$ cat config.mk
export PLATFORM = sky130hd
export DESIGN_NAME = wide_operand_loader
export DESIGN_NICKNAME = d
export VERILOG_FILES = /design/src/rtl/wide_operand_loader.sv
export SDC_FILE = /design/constraint.sdc
export NUM_CORES = 1
export LEC_CHECK = 0
export ABC_AREA = 1
export CORE_MARGIN = 2
export CORE_UTILIZATION = 43
export CTS_CLUSTER_SIZE = 24
export DETAILED_ROUTE_END_ITERATION = 10
export GPL_ROUTABILITY_DRIVEN = 0
export GPL_TIMING_DRIVEN = 0
export PLACE_DENSITY = 0.81
export SETUP_SLACK_MARGIN = 0.02
export SLEW_MARGIN = 20
export SYNTH_ARGS = -nofsm -noshare
export SYNTH_HDL_FRONTEND = slang
export SYNTH_SLANG_ARGS = --single-unit
$ cat constraint.sdc
create_clock -name clock -period 2.35 [get_ports clock]
set_input_delay 0.47 -clock clock [delete_from_list [all_inputs] [get_ports clock]]
set_output_delay 0.47 -clock clock [all_outputs]
set_load 0.05 [all_outputs]
$ cat src/rtl/wide_operand_loader.sv
// wide_operand_loader: builds a pair of WORD_WIDTH-bit operands (A then B)
// from a narrow stream of STEP_WORD_WIDTH-bit words, least-significant word
// first, and offers the finished pair downstream. A pair must end with
// input_last on its final B word. A pair that ends early, or that runs past
// its final B word without input_last, is thrown away and framing_error
// pulses once.
//
// Handshakes: a word moves when input_valid && input_ready && clock_enable.
// A pair moves when output_valid && output_ready && clock_enable.
// input_ready depends only on the state register. It never depends on
// input_valid or output_ready.
module wide_operand_loader #(
    parameter int WORD_WIDTH      = 32,
    parameter int STEP_WORD_WIDTH = 8
) (
    input  logic                       clock,
    input  logic                       clear,
    input  logic                       clock_enable,
    input  logic                       input_valid,
    output logic                       input_ready,
    input  logic [STEP_WORD_WIDTH-1:0] input_data,
    input  logic                       input_last,
    output logic                       output_valid,
    input  logic                       output_ready,
    output logic [WORD_WIDTH-1:0]      A,
    output logic [WORD_WIDTH-1:0]      B,
    output logic                       framing_error,
    output logic [1:0]                 debug_state
);

    localparam int STEP_COUNT = (WORD_WIDTH + STEP_WORD_WIDTH - 1) / STEP_WORD_WIDTH;
    localparam int CW         = (STEP_COUNT > 1) ? $clog2(STEP_COUNT) : 1;
    localparam logic [CW-1:0] LAST_COUNT = CW'(STEP_COUNT - 1);

    typedef enum logic [1:0] {
        LOAD_A = 2'd0,
        LOAD_B = 2'd1,
        OUTPUT = 2'd2,
        DRAIN  = 2'd3
    } state_t;

    state_t        state;
    logic [CW-1:0] count;
    logic          accept;
    logic [WORD_WIDTH-1:0] a_next;
    logic [WORD_WIDTH-1:0] b_next;

    assign input_ready = (state != OUTPUT);
    assign accept      = input_valid && input_ready;
    assign debug_state = state;

    // Merge the incoming word into the slice selected by count. Bits that
    // would land at or above WORD_WIDTH have no target, so they drop out.
    always_comb begin
        a_next = A;
        b_next = B;
        for (int i = 0; i < WORD_WIDTH; i++) begin
            if (int'(count) == (i / STEP_WORD_WIDTH)) begin
                a_next[i] = input_data[i % STEP_WORD_WIDTH];
                b_next[i] = input_data[i % STEP_WORD_WIDTH];
            end
        end
    end

    // Framing FSM, operand registers and registered handshake/status outputs.
    always_ff @(posedge clock or posedge clear) begin
        if (clear) begin
            state         <= LOAD_A;
            count         <= '0;
            A             <= '0;
            B             <= '0;
            output_valid  <= 1'b0;
            framing_error <= 1'b0;
        end else begin
            framing_error <= 1'b0;
            if (clock_enable) begin
                case (state)
                    LOAD_A: begin
                        if (accept) begin
                            A <= a_next;
                            if (input_last) begin
                                // Last marker arrived inside A, so the pair is short.
                                framing_error <= 1'b1;
                                count         <= '0;
                                state         <= LOAD_A;
                            end else if (count == LAST_COUNT) begin
                                count <= '0;
                                state <= LOAD_B;
                            end else begin
                                count <= count + 1'b1;
                            end
                        end
                    end
                    LOAD_B: begin
                        if (accept) begin
                            B <= b_next;
                            if (count == LAST_COUNT) begin
                                count <= '0;
                                if (input_last) begin
                                    output_valid <= 1'b1;
                                    state        <= OUTPUT;
                                end else begin
                                    state <= DRAIN;
                                end
                            end else if (input_last) begin
                                framing_error <= 1'b1;
                                count         <= '0;
                                state         <= LOAD_A;
                            end else begin
                                count <= count + 1'b1;
                            end
                        end
                    end
                    DRAIN: begin
                        // Discard words until the stream resynchronises on a last marker.
                        if (accept && input_last) begin
                            framing_error <= 1'b1;
                            count         <= '0;
                            state         <= LOAD_A;
                        end
                    end
                    OUTPUT: begin
                        if (output_ready) begin
                            output_valid <= 1'b0;
                            count        <= '0;
                            state        <= LOAD_A;
                        end
                    end
                    default: begin
                        state <= LOAD_A;
                        count <= '0;
                    end
                endcase
            end
        end
    end

endmodule

==> out/results.tsv <==
stage	metric	value	unit
synth	Syn Std Cell Area	2943	um^2
timing	fin crit share	96.63	%
timing	Final Setup Violations	0	
timing	Fmax	440.4	MHz
final_layout	share of post-route cells with drive strength above 1	17.25	%
power_and_ir_drop	leak pwr	1.847	nW
synth	register area share after synthesis	59.52	%
final_layout	commonest non-fill, non-tap cell in the layout	clkdlybuf4s50_1	
floorplan	Initial Util	43.80	%
critical_path	R2R setup slack	0.76	ns
timing	RSZ-0062 raised after global routing	false	
placement	port bufs	82	
clock_network	Sink Count	70	
timing	Final Skew	0.005300	ns
critical_path	crit path DAT	1.80	ns
critical_path	CP cell instances	inv_2 -> nand2_4 -> clkdlybuf4s50_1	
final_layout	diode count	0	
routing	Initial DRT Pass Iterations	4	
timing	Slew Limit Fails	0	
global_routing	vias in the first global route	2245	
clock_network	post_cts resized	0	
synth	cell taking the most area after synthesis	dfrtp_1	
critical_path	worst-path fanout max	7	
clock_network	cell chosen for the clock root	clkbuf_8	
power_and_ir_drop	worst vdd ir	0.8089	mV
routing	Antenna Nets Post-Route	0	
timing	Final Hold Viols	0	
floorplan	die height	86.73	um
synth	Mapped Cells	274	
final_layout	Finished Cell Area	4060	um^2
routing	WL per Instance	15.56	um
clock_network	cts bufs inserted	9	
routing	initial drt markers	97	
synth	register bit total from synthesis	70	
clock_network	H-tree Lvls	3	
critical_path	Largest stage delay, worst path	0.80	ns
routing	Post-Route WL	7.016	mm
final_layout	Area Growth Syn to Fin	37.97	%
timing	WHS	0.4814	ns
global_routing	largest net degree at the start of global routing	39	
global_routing	total track usage	19.98	%
critical_path	Worst EP required	1.88	ns
clock_network	Reg clk slew, reported paths	0.07	ns
min_path	Hold WC Path Type	register to register	
routing	DRC violations left	0	
placement	Post-DP HPWL	4.844	mm
synth	synthesized area per cell	10.74	um^2
synth	Netlist cell types	20	
global_routing	global-route wire length before repair	11.45	mm
clock_network	Hold Buf Count CTS	0	
timing	worst slew pin tran	0.5514	ns
clock_network	clock tree buffer depth	2	
synth	Ys Warns	0	
power_and_ir_drop	Power Total	6.498	mW
final_layout	most frequent cells in the layout	82 x clkdlybuf4s50_1, 80 x nand2_1, 70 x dfrtp_1, 41 x o21ai_1, 23 x o21ai_2	
routing	via count	2254	
floorplan	Core Area	6719	um^2
clock_network	postcts setup bufs	0	
critical_path	Worst Setup End Kind	primary output	
clock_network	CTS tree	done	
placement	Post-DP Area	3886	um^2
floorplan	row count	30	
flow_run	Max-Cap Viols	0	
routing	Vias/cell	4.998	
timing	Tmin final	2.271	ns
synth	syn_nets	292	
floorplan	die width	86.73	um
timing	Relative slew margins	63.12	%
power_and_ir_drop	power density over cell area	1600	nW/um^2
global_routing	initial antenna violation count	0	
floorplan	die footprint	7521	um^2
run_status	status	finished clean	
floorplan	# IOs	83	
final_layout	fin nets	386	
synth	top cells by area, synth	dfrtp_1 60%, nand2_1 10%, o21ai_1 7.0%, o21ai_2 6.8%, nand3_4 4.2%	
critical_path	Crit Path Class	register to primary output	
global_routing	grt ovf	0	
synth	top cell type's share of synthesized area	59.52	%
clock_network	Clock Latency Late Sink	0.33	ns
critical_path	Worst path slowest cell	clkdlybuf4s50_1	
critical_path	Startpoint Class	register	
-- synth_stat cells --
cell,count
inv_4,1
nor2_8,1
nor4_1,1
nand2_1,80
nand3_1,7
a211oi_1,1
nor2_2,2
o21ai_2,23
nand2_2,4
buf_6,8
inv_2,1
dfrtp_1,70
nand2_4,2
nor2_1,3
o21ai_0,1
inv_1,16
nand3_4,7
ha_1,4
nand4_1,1
o21ai_1,41
-- routing by layer --
layer | wire length (um) | GRT usage [%]
met1 | 3201 | 27.11
met2 | 3315 | 31.05
met3 | 368 | 4.476
met4 | 130 | 8.381
met5 | 0 | 0
-- flip-flops by register name (all words and copies together) (netlist names) --
register / cells
B: 32
count: 2
debug_state: 2
A: 32
output_valid: 1
framing_error: 1
-- power breakdown --
group	internal [mW]	switching, mW
Combinational	1.17	2.45
Sequential	1.70	0.316
Clock	0.457	0.412
-- layout make-up --
cell class | instances | area, um^2
Timing Repair Buffer | 83 | 840.8
Inverter | 18 | 72.57
Sequential cell | 70 | 1752
Multi-Input combinational cell | 178 | 1031
Clock buffer | 13 | 168.9
Tap cell | 80 | 100.1
Clock inverter | 1 | 5.005
Fill cell | 582 | 2659
Buffer | 8 | 90.09
-- critical path, delay by kind of cell, from the launching register on --
family / cells / cell delay [ns]
buffers and inverters: 2 / 0.89
flip-flops: 1 / 0.50
AND/OR/NAND/NOR: 1 / 0.09
-- final timing paths --
path | end | from | depth (start not counted)
worst max-delay path | input_ready | debug_state[0] | 3
worst min-delay path | B[22] | B[22] | 2
worst max register to register | B[9] | debug_state[1] | 7
worst min register to register | B[22] | B[22] | 2
max in group asynchronous | A[29] | clear | 3
min in group asynchronous | B[29] | clear | 2
-- cell families after synthesis --
kind of cell	Yosys count	synth area share, %
buffers and inverters	26	5.442
AND/OR/NAND/NOR	108	19.09
adder cells (fa/ha/maj)	4	1.701
AO/OA/AOI/OAI	66	14.24
flip-flops	70	59.52
-- per-stage QoR --
stage / setup WS [ns] / instances / util, % / setup TNS [ns]
2_1_floorplan: 0.1118 / 274 / - / 0
5_1_grt: 0.03279 / 451 / 60.43 / 0
4_1_cts: 0.07753 / 451 / 60.43 / 0
3_5_place_dp: 0.2773 / 437 / 57.84 / 0
6_report: 0.07929 / 451 / 60.43 / 0
3_3_place_gp: -0.9831 / 436 / 57.50 / -68.58
Note: power is estimated with default switching activity, not from simulation.
